### config.mk
export PLATFORM = sky130hd
export DESIGN_NAME = timer_display_scan
export DESIGN_NICKNAME = d
export VERILOG_FILES = /design/src/rtl/timer_display_scan_pkg.sv /design/src/rtl/timer_display_scan_seg7_decode.sv /design/src/rtl/timer_display_scan.sv
export SDC_FILE = /design/constraint.sdc
export NUM_CORES = 1
export LEC_CHECK = 0
export CAP_MARGIN = 20
export CORE_MARGIN = 2
export CORE_UTILIZATION = 30
export DETAILED_ROUTE_END_ITERATION = 7
export GPL_TIMING_DRIVEN = 0
export MAX_ROUTING_LAYER = met4
export PLACE_DENSITY_LB_ADDON = 0.1
export SYNTH_ARGS = -nofsm -noshare
export SYNTH_HDL_FRONTEND = slang
export SYNTH_SLANG_ARGS = --single-unit
### constraint.sdc
create_clock -name clk -period 3.7 [get_ports clk]
set_clock_uncertainty 0.05 [all_clocks]
set_input_delay 0.74 -clock clk [delete_from_list [all_inputs] [get_ports clk]]
set_output_delay 0.74 -clock clk [all_outputs]
set_load 0.03 [all_outputs]
### src/rtl/timer_display_scan_pkg.sv
// Shared constants for the timer display: digit count and active-low
// seven-segment patterns, ordered {g,f,e,d,c,b,a}.
package timer_pkg;
  localparam int NUM_DIGITS = 3;

  localparam logic [6:0] SEG_BLANK = 7'b1111111;
  localparam logic [6:0] SEG_DASH  = 7'b0111111;

  // Index 9 is the leftmost entry, index 0 the rightmost.
  localparam logic [9:0][6:0] SEG_DIGITS = {
    7'b0010000, 7'b0000000, 7'b1111000, 7'b0000010, 7'b0010010,
    7'b0011001, 7'b0110000, 7'b0100100, 7'b1111001, 7'b1000000
  };
endpackage

### src/rtl/timer_display_scan_seg7_decode.sv
// Combinational digit decoder: values above max_digit_i render as a dash.
module seg7_decode
  import timer_pkg::*;
(
  input  logic [5:0] value_i,
  input  logic [3:0] max_digit_i,
  output logic [6:0] seg_o
);

  always_comb begin
    seg_o = SEG_DASH;
    if (value_i <= {2'b00, max_digit_i}) begin
      seg_o = SEG_DIGITS[value_i[3:0]];
    end
  end

endmodule

### src/rtl/timer_display_scan.sv
// Three-digit multiplexed m:ss display with per-frame input snapshot,
// ghost-guard cycle at each slot start and pause blinking.
module timer_display_scan
  import timer_pkg::*;
#(
  parameter int SCAN_DIV     = 50000,
  parameter int BLINK_FRAMES = 100
) (
  input  logic                  clk,
  input  logic                  reset,
  input  logic [5:0]            seconds0,
  input  logic [5:0]            seconds1,
  input  logic [5:0]            minutes0,
  input  logic                  enable,
  input  logic                  pause,
  output logic [6:0]            seg,
  output logic [NUM_DIGITS-1:0] an,
  output logic                  dp
);

  localparam int CW = $clog2(SCAN_DIV);

  logic [CW-1:0] cnt_q, cnt_d;
  logic [1:0]    slot_q, slot_d;
  logic [5:0]    s0_q, s0_d, s1_q, s1_d, m0_q, m0_d;
  logic [9:0]    frame_q, frame_d;
  logic          blink_q, blink_d;
  logic [6:0]    seg_q, seg_d;
  logic          dp_q, dp_d;
  logic          slot_end, frame_end;
  logic [5:0]    dec_val;
  logic [3:0]    dec_max;

  always_comb begin
    slot_end  = (cnt_q == CW'(SCAN_DIV - 1));
    frame_end = slot_end && (slot_q == 2'd2);
    cnt_d     = slot_end ? '0 : cnt_q + 1'b1;

    slot_d = slot_q;
    if (slot_end) begin
      slot_d = (slot_q == 2'd2) ? 2'd0 : slot_q + 2'd1;
    end

    s0_d = s0_q;
    s1_d = s1_q;
    m0_d = m0_q;
    if (frame_end) begin
      s0_d = seconds0;
      s1_d = seconds1;
      m0_d = minutes0;
    end

    // Held at zero while not paused, so a new pause always starts visible.
    frame_d = frame_q;
    blink_d = blink_q;
    if (!pause) begin
      frame_d = '0;
      blink_d = 1'b0;
    end else if (frame_end) begin
      if (frame_q == 10'(BLINK_FRAMES - 1)) begin
        frame_d = '0;
        blink_d = ~blink_q;
      end else begin
        frame_d = frame_q + 10'd1;
      end
    end

    // Decode what the next cycle's slot will show, so seg tracks slot_q.
    case (slot_d)
      2'd0:    begin dec_val = s0_d; dec_max = 4'd9; end
      2'd1:    begin dec_val = s1_d; dec_max = 4'd5; end
      default: begin dec_val = m0_d; dec_max = 4'd9; end
    endcase
    dp_d = (slot_d != 2'd2);
  end

  seg7_decode u_decode (
    .value_i    (dec_val),
    .max_digit_i(dec_max),
    .seg_o      (seg_d)
  );

  always_ff @(posedge clk or negedge reset) begin
    if (!reset) begin
      cnt_q   <= '0;
      slot_q  <= 2'd0;
      s0_q    <= '0;
      s1_q    <= '0;
      m0_q    <= '0;
      frame_q <= '0;
      blink_q <= 1'b0;
      seg_q   <= SEG_BLANK;
      dp_q    <= 1'b1;
    end else begin
      cnt_q   <= cnt_d;
      slot_q  <= slot_d;
      s0_q    <= s0_d;
      s1_q    <= s1_d;
      m0_q    <= m0_d;
      frame_q <= frame_d;
      blink_q <= blink_d;
      seg_q   <= seg_d;
      dp_q    <= dp_d;
    end
  end

  always_comb begin
    an = '1;
    if (enable && !(pause && blink_q) && (cnt_q != '0)) begin
      case (slot_q)
        2'd0:    an[0] = 1'b0;
        2'd1:    an[1] = 1'b0;
        2'd2:    an[2] = 1'b0;
        default: an = '1;
      endcase
    end
  end

  assign seg = seg_q;
  assign dp  = dp_q | ~enable;

endmodule

-- After elaboration in Yosys (flattened, before gate mapping)
Memory sizes are Yosys's and may differ from the RTL's.
Index checks and enable logic that the tools add are counted.
- memories kept: 1
- ROM bits: 112
- output and inout port bits: 11
- word-level logic and storage cells: 55
- input port bits: 22
- register bits after elaboration: 55
- $add $sub $neg: 3
- mux-type cells: 20
- eq/ne operators: 8
- reductions and logical operators: 9
- bitwise operators: 3
- magnitude comparators: 2
- memory list (name ; words ; bits a word ; read ports ; clocked after Yosys merged registers in ; wr ports ; RTL line ; source):
    (no name shown) ; 16 ; 7 ; 1 ; 0 ; 0 ; timer_display_scan_seg7_decode.sv:13 ; seg_o = SEG_DIGITS[value_i[3:0]];
- operators by type and width (kind ; count):
    10-bit 2-to-1 mux ; 3
    6-bit 2-to-1 mux ; 3
    16-bit by 1-bit adder with 16-bit output (second input constant) ; 1
    16-bit == test (second input constant) ; 1
    16-bit 2-to-1 mux ; 1
    16-bit nonzero test ; 1
    7-bit 2-to-1 mux ; 2
    6-bit one-hot mux with 2 select lines ; 1
    10-bit by 1-bit adder with 10-bit output (second input constant) ; 1
    10-bit by 7-bit == test with 1-bit output (second input constant) ; 1
    6-bit by 4-bit <= comparator with 1-bit output ; 1
    1-bit 2-to-1 mux ; 6
    4-bit by 5-bit less-than comparator with 1-bit output (second input constant) ; 1
    2-bit by 1-bit == test with 1-bit output (second input constant) ; 2
    1-bit logical AND ; 4
    2-bit logical NOT ; 2
    2-bit 2-to-1 mux ; 2
    4-bit 2-to-1 mux ; 1
    2-bit by 1-bit != test with 1-bit output (second input constant) ; 2
    3-bit 2-to-1 mux ; 1
    2-bit by 1-bit adder with 2-bit output (second input constant) ; 1
    2-bit == test (second input constant) ; 1
    2-bit != test (second input constant) ; 1
    1-bit inverter ; 2
    3 further kinds ; 3

-- Depth between registers and ports, before layout
- depth after elaboration: 8
- gate-level depth with buffers: 15
- gate-level depth less buffers: 14

-- By module
From an unflattened synthesis, not the netlist that was laid out.
- cell total of the unflattened synthesis: 321
- area, all modules: 3015.4 um2
- modules (own cells, without submodules) (module ; times used ; seq. area each (um2) ; cells each ; area each (um2)):
    timer_display_scan ; 1 ; 1386.3 ; 283 ; 2716.4
    seg7_decode ; 1 ; 0.0 ; 38 ; 299.0

-- Least setup slack after synthesis
Ideal clock, no wire load.
- path type: register to register
- start point: register cnt_q[0]
- end point: register seg_q[6], in the netlist seg[6]
- path slack: 668 ps
- period minus slack after synthesis: 3032 ps
- required time: 3575 ps
- arrival: 2907 ps
- path buffers: 1
- setup time: 75 ps
- stages on the path, launching flop included: 16
- cell sequence: dfrtp_1 > ha_1 > nand3_1 > or3_4 > nor2_8 > mux2i_1 > o21a_1 > buf_2 > inv_1 > ha_1 > a21o_1 > a21oi_1 > a31oi_1 > a21oi_1 > o221a_2 > nor3b_2
- word-level cells in the longest chain between the ends: 7
- elaborated cells on any way between the ends: 14
- classes of those cells: order compare: 1; eq/ne: 2; mux: 8; reduce/logical: 2; memory: 1
- RTL lines (element ; RTL line ; source):
    start: declaration ; timer_display_scan.sv:23 ; logic [CW-1:0] cnt_q, cnt_d;
    start signal: assignment ; timer_display_scan.sv:95 ; cnt_q <= cnt_d;
    16-bit == test * ; timer_display_scan.sv:35 ; slot_end = (cnt_q == CW'(SCAN_DIV - 1));
    2-bit 2-to-1 mux / 1-bit logical AND (equally long branches) ; timer_display_scan.sv:40, timer_display_scan.sv:36 ;
    2-bit by 1-bit == test with 1-bit output (tied with other cells) ; timer_display_scan.sv:69 ; case (slot_d)
    6-bit one-hot mux with 2 select lines ; timer_display_scan.sv:69 ;
    memory 16 x 7 bit ; - ;
    7-bit 2-to-1 mux (not written as such) ; timer_display_scan_seg7_decode.sv:13 ;
    7-bit 2-to-1 mux * ; timer_display_scan_seg7_decode.sv:12 ; if (value_i <= {2'b00, max_digit_i}) begin
    via seg_d[6] ; timer_display_scan.sv:28 ; logic [6:0] seg_q, seg_d;
    end signal: assignment ; timer_display_scan.sv:102 ; seg_q <= seg_d;
    end: declaration ; timer_display_scan.sv:28 ;
The timed path passes the listed nets; every way through them passes the cells marked *. The select of a mux whose other input is x is not followed.
A chain may end at the register's enable or synchronous reset.

-- Worst setup path after layout
- start point: register cnt_q[4]
- end point: register seg_q[6], in the netlist seg[6]
Same word-level chain as after synthesis.

==> results.py <==
metrics = {
    "status": {
        "status": "finished clean",
    },
    "finish": {
        "drive_above_1_share_pct": 17.2,
        "antennaDiodeCount": 0,
        "finalNetCount": 376,
        "area_growth_pct": 21.3,
        "multi_input_area_um2": 1570,
        "seq_area_um2": 1390,
        "fillers": 1024,
    },
    "floorplan": {
        "die_y_um": 105,
        "rows": 36,
        "start_util_pct": 30.9,
        "core-area_um2": 9820,
        "die-area_um2": 10900,
        "boundaryPins": 33,
        "dieWidth_um": 105,
    },
    "logic_synthesis": {
        "synth_area_um2": 3040,
        "synth_nets": 331,
        "async_flop_share_pct": 100,
        "synth_edf_count": 0,
        "synthTopCellsByArea": "dfrtp_1, dfstp_2, mux2_2",
        "ys_seq_area_share_pct": 45.7,
        "ys_types": 50,
        "yosysWarnings": 0,
        "avgSynthCellArea_um2": 10.2,
        "synth-seq-cells": 55,
        "synth_cells": 298,
        "yosys_most_used_dff": "dfrtp_1",
        "synth_top_cell_area_share_pct": 38.7,
        "yosys.area.top_type": "dfrtp_1",
    },
    "route": {
        "dr_total_vias": 2260,
        "wl_per_cell_um": 14.2,
        "drt-total-wl_mm": 6.80,
        "vias_per_cell": 4.74,
        "drcViolationCount": 0,
        "antenna_left": 0,
        "drt_iter0_drc": 95,
        "drt_pass1_iterations": 4,
    },
    "power": {
        "p_seq_share_pct": 60.3,
        "p_int_mw": 0.797,
        "leakagePower_nw": 1.56,
        "p_comb_share_pct": 8.6,
        "power_mw": 1.04,
        "switching_power_mw": 0.247,
        "powerDensity_nw_per_um2": 283,
        "pwr-share-clk_pct": 31.1,
        "peakVddDrop_mv": 0.136,
        "switching_share_pct": 23.6,
    },
    "critical_path": {
        "path_class": "flop to flop",
        "cp-startpoint": "cnt_q[4]$_DFF_PN0_",
        "rr_worst_depth": 15,
        "crit_required_ps": 3880,
        "rr_endpoint": "seg[6]$_DFF_PN1_",
        "cp_data_arrival_time_ps": 3590,
        "rrSetupSlack_ps": 290,
        "startpoint_type": "flop",
        "cp-end-kind": "flop",
        "r2r_start": "cnt_q[4]$_DFF_PN0_",
        "critPathMaxFanout": 10,
        "endpoint": "seg[6]$_DFF_PN1_",
    },
    "clock_tree": {
        "numCtsBuffers": 5,
        "path_clk_slew_ps": 90,
        "cts_sinks": 55,
        "cts_buffer_depth": 2,
        "htreeDepth": 2,
        "cts_hold_buffers": 0,
        "cts_tree": "built",
        "clockRootBuffer": "clkbuf_8",
        "clkLatencyLatePin_ps": 300,
    },
    "timing": {
        "rsz0062_at_grt": "false",
        "hold_viol": 0,
        "worst_slew_pin_slew_ps": 677,
        "finalCritPeriodShare_pct": 92.1,
        "setup_viol": 0,
        "holdWs_ps": 321,
        "relSlewSlack_pct": 54.8,
        "max_freq_ghz": 0.294,
        "drv_slew": 0,
        "final.min_clock_period_ps": 3410,
    },
    "global_route": {
        "grt_usage_pct": 13.5,
        "grt_pass1_wl_mm": 11.7,
        "grt_pass1_vias": 2301,
        "grt_antenna_before_repair": 0,
        "grt_max_degree": 38,
        "grt_overflow_total": 0,
    },
    "worst_hold_path": {
        "hp-class": "input port to asynchronous set/reset pin",
    },
    "place": {
        "dp_hpwl_mm": 4.94,
        "gp_congestion": 0.783,
        "portBuffers": 32,
    },
    "run": {
        "cap_violations": 0,
    },
}
power by group through the flow:
stage | Clock [mW] | Sequential, mW | Combinational [mW]
floorplan | 0 | 0.643 | 0.0343
global placement | 0 | 0.641 | 0.0890
detailed placement | 0 | 0.641 | 0.0921
CTS | 0.346 | 0.630 | 0.0924
global route | 0.368 | 0.632 | 0.102
finish | 0.324 | 0.629 | 0.0901
cells in the mapped netlist (5+ instances only):
cell type and number:
dfrtp_1 47, nand2_1 35, nand3_1 19, nor2_1 17, o21ai_0 17, mux2_2 15
inv_1 13, ha_1 11, and3_1 9, mux2i_1 9, xnor2_1 9, dfstp_2 8
xor2_1 8, a21oi_1 7, nand2b_1 7, and2_1 5, clkbuf_1 5, o21ai_1 5
metal layers:
| layer | vias up | GRT usage [%] | share of wire (%) |
|---|---|---|---|
| li1 | 1129 | - | - |
| met1 | 1092 | 19.8 | 52 |
| met2 | 35 | 19.7 | 44 |
| met3 | 4 | 2.18 | 3.2 |
| met4 | 0 | 2.67 | 0.53 |
| met5 | - | - | 0 |
how the worst min path moves through the flow:
stage	cells after the start	end	from	slack, ps
finish	1	frame_q[3]$_DFFE_PN0P_	reset	320
global route	1	frame_q[3]$_DFFE_PN0P_	reset	340
CTS	1	frame_q[4]$_DFFE_PN0P_	reset	330
detailed placement	1	cnt_q[0]$_DFF_PN0_	cnt_q[0]$_DFF_PN0_	420
global placement	1	cnt_q[0]$_DFF_PN0_	cnt_q[0]$_DFF_PN0_	420
floorplan	0	blink_q$_DFFE_PN0P_	reset	390
cell families (layout without fill, tap and decap cells):
family	count (synthesis)	after routing	synth area share, %
AOI/OAI and AO/OA	53	53	13.3
and+or+nand+nor	113	113	19.3
buffers and inverters	24	70	3.26
muxes	25	25	8.99
adders and majority gates	11	11	4.53
DFF	55	55	45.7
xor gates and xnor gates	17	17	4.91
layout by cell type, fill, tap and decap left out, types with 9 or more instances in the layout:
master,n
mux2_2,15
nor2_1,17
dfrtp_1,47
clkdlybuf4s50_1,31
inv_1,13
nand2_1,35
and3_1,9
xnor2_1,9
ha_1,10
o21ai_0,17
nand3_1,18
repair_timing:
action,in CTS,in global routing
setup endpoints to repair,0,7
setup buffers,0,5
resized for setup,0,6
hold endpoints to repair,0,0
registers in the layout (all words and copies together) (netlist names):
signal and count:
slot_q 2, s0_q 6, dp_q 1, blink_q 1, frame_q 10, cnt_q 16
s1_q 6, seg 7, m0_q 6
stage by stage:
stage               setup WS (ps)  util (%)  instances  instance area, um^2  setup TNS (ps)
finish                        293      37.5        477                 3680               0
global route                 5.85      37.5        477                 3680               0
CTS                          25.7      36.9        472                 3620               0
detailed placement           63.1      36.0        464                 3540               0
global placement            -16.1      35.9        463                 3520            -545
floorplan                     668         -        298                 3040               0
critical path, stage by stage, from the launching register on:
cell       delay [ps]
dfrtp_1           430
nor3_1            360
and2_1            180
buf_4             150
nand2_1            80
buf_2             210
and3_1            210
a2111oi_4         380
ha_2              270
inv_1              60
a21o_1            180
a21oi_1           140
a31oi_1            50
a21oi_1           120
o221a_2           270
nor3b_2           180
cell type report:
type	count	share of cell area, %
multi-input combinational	219	42.7
sequential	55	37.6
timing repair buffer	38	10.1
tap	133	4.52
clock buffer	7	2.07
inverter	14	1.43
buffer	10	1.33
clock inverter	1	0.136
No activity file was read; power rests on OpenSTA's default activity.
==> edit: new RTL, same settings <==
Make the reset (`reset`) synchronous in one clocked block.
--- a/src/rtl/timer_display_scan.sv
+++ b/src/rtl/timer_display_scan.sv
@@ -80,7 +80,7 @@
     .seg_o      (seg_d)
   );
 
-  always_ff @(posedge clk or negedge reset) begin
+  always_ff @(posedge clk) begin
     if (!reset) begin
       cnt_q   <= '0;
       slot_q  <= 2'd0;
Formal check against the unedited RTL: differs if reset is asserted again (counterexample within 4 cycles, from zero or initial values and one cycle with reset low); with reset held inactive, the same outputs for 10 cycles.
==> edit against the original RTL <==
- synthesized cell count rose by 13%
- sequential cell count unchanged
- die area down 7.1%
- sequential power shrank 4.3%
- setup slack better by 20 ps
- worst hold slack improved by 110 ps
- design area decreased by 7.4%
- combinational power shrank 19%
- critical path depth shrank 1
- routed wire length down 1.9%
- synthesized area down 7.4%
- power increased by 5.0%
==> edit: results (changes against the original RTL) <==
- Status: finished clean
- Multi-input logic area: 1600 um2 (+1.5%)
- Met3 Use GR: 0.0243 (+0.00244)
- Crit-path slowest cell: dfxtp_1
- Post-place setup slack: -21.6 ps (-84.7 ps)
- Routed wl met3: 187 um (-15%)
- Avg Inst Size Synth: 8.34 um2 (-18%)
- Async set-or-reset flop fraction in the synthesized netlist: 0 (-1.00)
- P_clk: 421 uW (+30%)
- Worst-margin pin slew: 601 ps (-76.3 ps)
- Buffering overhead: 0.122 (+0.00737)
- Bufs w/o clock: 51 (+6.3%)
- GRT Total Usage: 0.142 (+0.00758)
- Largest net degree at the start of global routing: 17 (-55%)
- Final net count: 410 (+9.0%)
- Post-synth top area share: 0.392 (+0.00434)
- WL met2: 3020 um (+1.5%)
- Multi-input gates: 255 (+16%)
- Vias in the first global route: 2288 (-0.56%)
- CP peak stage delay: 350 ps (-80 ps)
- IO Port Bufs: 31 (-3.1%)
- Layout clock area frac: 0.0345 (+0.0124)
- Number of clock buffers in the layout: 6 (-1)
- Placer Congestion: 0.741 (-5.3%)
- Critical Path AT: 3530 ps (-60 ps)
- WL final: 6670 um (-1.9%)
- GR Util met1: 0.192 (-0.00634)
- Inverter count: 10 (-4)
- Top cells by area, synth: dfxtp_1 39%, nand2_1 9.2%, a21boi_0 5.3%, ha_1 4.5%, nor2_1 4.1%
- Most frequent cells after synthesis: 69 x nand2_1, 55 x dfxtp_1, 31 x nor2_1
- Design area: 3410 um2 (-7.4%)
==> edit: cell count changes in the layout (fill, tap and decap cells not counted), sizes merged, moves of 15 or more <==
cell / change
dfxtp: +55
dfrtp: -47
nand2: +34
a21boi: +20
o21ai: -15
==> edit: path summary, 6_finish.rpt <==
kind,start,endpoint,slack [ps],cells past startpoint
worst max-delay path,cnt_q[0],seg[4],310,14
worst min-delay path,cnt_q[0],cnt_q[0],430,1
worst max register to register,cnt_q[0],seg[4],310,14
worst min register to register,cnt_q[0],cnt_q[0],430,1
==> edit: critical path, delay by kind of cell, from the launching register on <==
family | cells | cell delay, ps
fa+ha+maj | 2 | 430
simple gates | 3 | 720
buf+inv | 3 | 430
compound gates | 6 | 1290
flops | 1 | 350
==> edit: cells by family after synthesis <==
group                      Yosys count  share of synthesized area
adders and majority gates           10                     0.0445
buffers and inverters               27                     0.0419
AOI/OAI and AO/OA                   47                      0.129
muxes                               10                     0.0370
xor gates and xnor gates            25                     0.0779
and+or+nand+nor                    163                      0.278
DFF                                 55                      0.392
